===== src/rtl/kyo_sprite_addr_gen.sv =====
// kyo_sprite_addr_gen: maps the VGA pixel position to a sprite ROM address with frame-latched position and stand animation
module kyo_sprite_addr_gen #(
  parameter int FRAME_W     = 48,
  parameter int FRAME_H     = 96,
  parameter int NUM_FRAMES  = 6,
  parameter int FRAME_TICKS = 6
) (
  input  logic        vga_clk,
  input  logic        reset,
  input  logic [9:0]  draw_x,
  input  logic [9:0]  draw_y,
  input  logic        frame_start,
  input  logic [9:0]  pos_x,
  input  logic [9:0]  pos_y,
  input  logic        facing_left,
  input  logic        anim_enable,
  input  logic        anim_restart,
  output logic [14:0] rom_address,
  output logic        in_sprite,
  output logic [2:0]  anim_frame
);
  localparam int TW = $clog2(FRAME_TICKS + 1);
  logic [9:0]    sx, sy, mcol;
  logic          sf, hit, hit_q;
  logic [TW-1:0] tick;
  logic [10:0]   col, row;
  // Differences are 11-bit signed, so a negative offset shows up in bit 10
  always_comb begin
    col  = {1'b0, draw_x} - {1'b0, sx};
    row  = {1'b0, draw_y} - {1'b0, sy};
    hit  = !col[10] && col[9:0] < 10'(FRAME_W) && !row[10] && row[9:0] < 10'(FRAME_H);
    mcol = sf ? 10'(FRAME_W - 1) - col[9:0] : col[9:0];
  end
  always_ff @(posedge vga_clk) begin
    if (reset) begin
      sx          <= '0;
      sy          <= '0;
      sf          <= 1'b0;
      tick        <= '0;
      anim_frame  <= '0;
      rom_address <= '0;
      hit_q       <= 1'b0;
      in_sprite   <= 1'b0;
    end else begin
      if (frame_start) begin
        sx <= pos_x;
        sy <= pos_y;
        sf <= facing_left;
      end
      if (anim_restart) begin
        tick       <= '0;
        anim_frame <= '0;
      end else if (frame_start && anim_enable) begin
        if (tick == TW'(FRAME_TICKS - 1)) begin
          tick       <= '0;
          anim_frame <= (anim_frame == 3'(NUM_FRAMES - 1)) ? 3'd0 : anim_frame + 3'd1;
        end else begin
          tick <= tick + TW'(1);
        end
      end
      rom_address <= hit ? 15'(anim_frame * FRAME_W * FRAME_H + row[9:0] * FRAME_W + mcol) : 15'd0;
      // Second hit stage lines in_sprite up with the registered RGB after the ROM read
      hit_q     <= hit;
      in_sprite <= hit_q;
    end
  end
endmodule


===== config.mk =====
export PLATFORM = sky130hd
export DESIGN_NAME = kyo_sprite_addr_gen
export DESIGN_NICKNAME = d
export VERILOG_FILES = /design/src/rtl/kyo_sprite_addr_gen.sv
export SDC_FILE = /design/constraint.sdc
export NUM_CORES = 1
export LEC_CHECK = 0
export CORE_ASPECT_RATIO = 1.5
export CORE_UTILIZATION = 30
export DETAILED_ROUTE_END_ITERATION = 8
export GPL_ROUTABILITY_DRIVEN = 0
export HOLD_SLACK_MARGIN = 0.03
export PLACE_DENSITY = 0.49
export SETUP_SLACK_MARGIN = 0.02
export SLEW_MARGIN = 10
export SYNTH_ARGS = -nofsm -noshare
export SYNTH_HDL_FRONTEND = slang
export SYNTH_SLANG_ARGS = --single-unit

===== constraint.sdc =====
create_clock -name vga_clk -period 8.3 [get_ports vga_clk]
set_input_delay 1.66 -clock vga_clk [delete_from_list [all_inputs] [get_ports vga_clk]]
set_output_delay 1.66 -clock vga_clk [all_outputs]
set_load 0.005 [all_outputs]

Word-level counts from Yosys, hierarchy flattened --
Index checks and enable logic that the tools add are counted. Widths: inputs -> output; s select.
Operators by class: bitwise gates (word level) 1, muxes and demuxes 3, multiply operators 3, shift operators 0, equality and inequality tests 2, divide/modulo/power cells 0, $add $sub $neg 7, order comparisons 2, reductions and logical operators 9
Operator list (count):
- $sub 10x10->11 | 2
- $add 15x10->15 | 1
- $add 15x15->15 | 1
- $mul 10x2->11 const B | 1
- $lt 10x6->1 const B | 1
- $lt 10x7->1 const B | 1
- $mux 10 | 1
- $sub 6x10->10 const A | 1
- $add 3x1->3 const B | 2
- $eq 3x3->1 const B | 2
- $mul 5x2->6 const B | 1
- $mux 3 | 2
- $mul 3x2->5 const B | 1
- $logic_and 1x1->1 | 4
- $reduce_or 2->1 | 2
- $logic_not 1->1 | 2
- $reduce_and 2->1 | 1
- $not 1->1 | 1
Word-level totals: memory bits (writable) 0, output and inout port bits 19, word-level logic and storage cells 35, register bits 44, latch bits 0, input bits 46, bits in read-only memories 0, memories 0

Depth between registers and ports, before layout --
depth after elaboration 7, mapped depth 21, depth with buffers taken out 21

Least setup slack after synthesis --
OpenSTA, ideal clock, no wires.
path type input to register, start point input draw_x[0], end point register rom_address[14], setup time 70 ps, required time 8230 ps, stages on the path 19, setup slack 2662 ps, data arrival time 5568 ps, cells stage by stage inv_1 > ha_1 > inv_1 > fa_1 > a21o_1 > a221oi_4 > nor3_1 > nor3_1 > nand2_1 > o21ai_0 > xnor2_1 > fa_1 > ha_1 > or4_1 > o22ai_1 > o21ai_0 > and3_1 > a211o_1 > a21oi_1
Between the ends: longest elaborated chain between the ends 7, elaborated cells on any way between the ends 11
Ends and longest elaborated chain:
- start, declared | line 10 | input logic [9:0] draw_x,
- $sub 10x10->11 (*) | line 29 | col = {1'b0, draw_x} - {1'b0, sx};
- parallel branches: the longest is 6 deep, another holds $add 15x10->15
- end signal, assigned | line 61 | rom_address <= hit ? 15'(anim_frame * FRAME_W * FRAME_H + row[9:0] * FRAME_W + mcol) : 15'd0;
- end, declared | line 18 | output logic [14:0] rom_address,
Every way passes the cells marked *. A chain may end at the register's enable or synchronous reset.

Worst setup path after layout --
Same ends and word-level chain as after synthesis.

==> reports/qor.yml <==
hold_class: "reg -> reg"
die_w_um: 93.5
worst_pin_slew_ps: 1060
hold_viol_final: 0
synth_cells: 425
synth_top_family_by_area: "adder cells"
synth_ff_type: "dfxtp_1"
yosysTopAreaCell: "dfxtp_1"
grt_overflow: 0
hold_buffers: 0
seq_area_frac_synth_pct: 23.4
synth-simple-area-share_pct: 15.0
synth_area_per_cell_um2: 8.86
grt_start_max_net_pins: 25
grt_use_met3_pct: 1.92
hpwlAfterDp_mm: 6.33
cts_tree: "yes"
top_usage_layer: "met2"
synth_nets: 538
die_h_um: 139
ir_worst_vdd_uv: 80.9
initial_utilization_pct: 31.2
cp.arrival_ps: 6350
drv_slew: 0
synthAdderAreaFrac_pct: 23.9
clock_latency_ps: 290
worst_slack_ps: 2160
cts_resized: 0
critPathMaxFanout: 4
ys_ff_latch: 44
num_vias: 2975
final_cell_mix: "64 x clkdlybuf4s50_1, 59 x ha_1, 44 x dfxtp_1, 43 x inv_1, 43 x nor2_1"
slew_headroom_pct: 29.7
post_cts_buffers: 0
core_area_um2: 12100
pwr_density_cell_nw_per_um2: 207
ioPinCount: 65
drt_iter0_drc: 66
fin_tns_setup_ps: 0
maxCapViolCount: 0
synth-edff-count: 0
worstSetupPathType: "in -> reg"
grt_use_met1_pct: 14.8
yosys.area_share.xor_xnor_pct: 9.08
antenna_found_initial: 0
timing.fmax_mhz: 163
worst_setup_path_end_kind: "flip-flop"
ant_nets: 0
final_common_cell: "clkdlybuf4s50_1"
drive_gt1_share_pct: 7.14
yosysTopAreaCellShare_pct: 23.4
clkTransAtPathRegs_ps: 60
status: "complete, no violations"
startpoint_type: "input port"
grt_util_all_layers_pct: 12.6
post_drt_via_cell_ratio: 4.63
io_buffers: 64
min_period_over_period_pct: 73.9
grt_pass1_wl_mm: 13.3
drt_wl_total_mm: 7.68
syn-cell-area_um2: 3760
rows: 49
min_period_ps: 6140
syn_to_final_growth_pct: 25.3
rsz0062_at_grt: "false"
nets: 602
cellLeakagePower_nw: 2.06
drt-pass1-iter-count: 4
insertedDiodeCount: 0
grt_pass1_vias: 2925
fp.dieArea_um2: 13000
cts_buffers: 5
required_ps: 8510
setup_viol: 0
yosys-top-cells-area: "dfxtp_1 23%, ha_1 20%, mux2i_1 5.9%"
clk_root_buffer_cell: "clkbuf_16"
synth_compound_area_share_pct: 16.5
drc: 0
yosysWarningCount: 0
clk_path_buf_depth: 2
clkSinkCount: 44
finalClockSkew_ps: 9.42
grtUsageMet2_pct: 23.2
cts_max_level: 2
synth_cell_type_count: 55
synth.mux.area_fraction_pct: 6.15
synthArstFlopShare_pct: 0
wl_per_cell_um: 11.9
place_ws_ps: 1840
==> final timing paths <==
path	slack [ps]	cells after the start	start	endpoint
max reg2reg	3650	18	sx[0]$_SDFFE_PP0P_	rom_address[14]$_SDFF_PP0_
max	2160	20	draw_x[0]	rom_address[14]$_SDFF_PP0_
min	440	1	hit_q$_SDFF_PP0_	in_sprite$_SDFF_PP0_
min reg2reg	440	1	hit_q$_SDFF_PP0_	in_sprite$_SDFF_PP0_
==> power by group <==
part           internal (mW)  leakage, nW  total [mW]  switching, mW
clock network          0.143       0.0804       0.233         0.0897
logic                  0.245         1.63       0.523          0.278
registers              0.218        0.359       0.222        0.00407
==> state kept, by name, summed over array words and instances (netlist names) <==
name and flops:
tick 3, rom_address 15, in_sprite 1, sy 10, sf 1, sx 10
hit_q 1, anim_frame 3
==> area by class of cell <==
type,instances,area [um2]
well taps,153,191
fillers,1248,7360
multi-input cells,329,2660
flip-flops and latches,44,881
repair buffers,66,656
inverters,43,161
clock buffers,5,125
clock inverters,3,46.3
==> Yosys cell counts (3+ instances only) <==
cell type and count:
o21bai_1 3, a211oi_1 3, nor2_4 6, nor2_1 43, ha_1 59, o21a_1 8, nor2b_1 4, nor2_2 3
fa_1 8, nor3_1 4, nand2_1 19, or3_1 3, o21ai_0 21, xnor2_1 24, a21o_2 5, dfxtp_1 44
nand3_1 3, inv_1 43, xor2_1 15, o2111ai_1 3, a21o_1 9, mux2i_1 22, clkbuf_1 4, a21oi_1 28
==> layer usage <==
metal / wire [um] / up-vias
met5: 0 / -
met4: 99 / 0
met3: 206 / 7
met2: 3950 / 41
met1: 3420 / 1334
li1: - / 1593
==> cells by family after synthesis <==
logic type,Yosys count
AO/OA/AOI/OAI,94
buffers and inverters,52
AND/OR/NAND/NOR,106
XOR/XNOR,39
adder cells (fa/ha/maj),67
multiplexers,23
flip-flops,44
==> critical path: stages <==
cell and delay [ps]:
clkdlybuf4s50_1 400, inv_1 60, ha_1 150, inv_1 50
fa_1 390, a21o_1 210, a221oi_4 340, nor3_1 90
nor3_1 390, nand2_1 80, o21ai_0 200, xnor2_1 170
fa_1 450, ha_1 250, or4_1 510, o22ai_1 190
o21ai_0 170, and3_1 230, a211o_1 220, a21oi_1 130
==> through the flow <==
stage          power, mW  area, um2  cells  hold WS, ps  util (%)
2_1_floorplan      0.651       3760    425          414         -
3_3_place_gp       0.754       4550    635          416      37.6
3_5_place_dp       0.752       4550    635          428      37.6
4_1_cts            0.996       4720    643          443      39.1
5_1_grt             1.07       4720    643          450      39.1
6_report           0.978       4720    643          437      39.1
(Power assumes the default switching activity.)
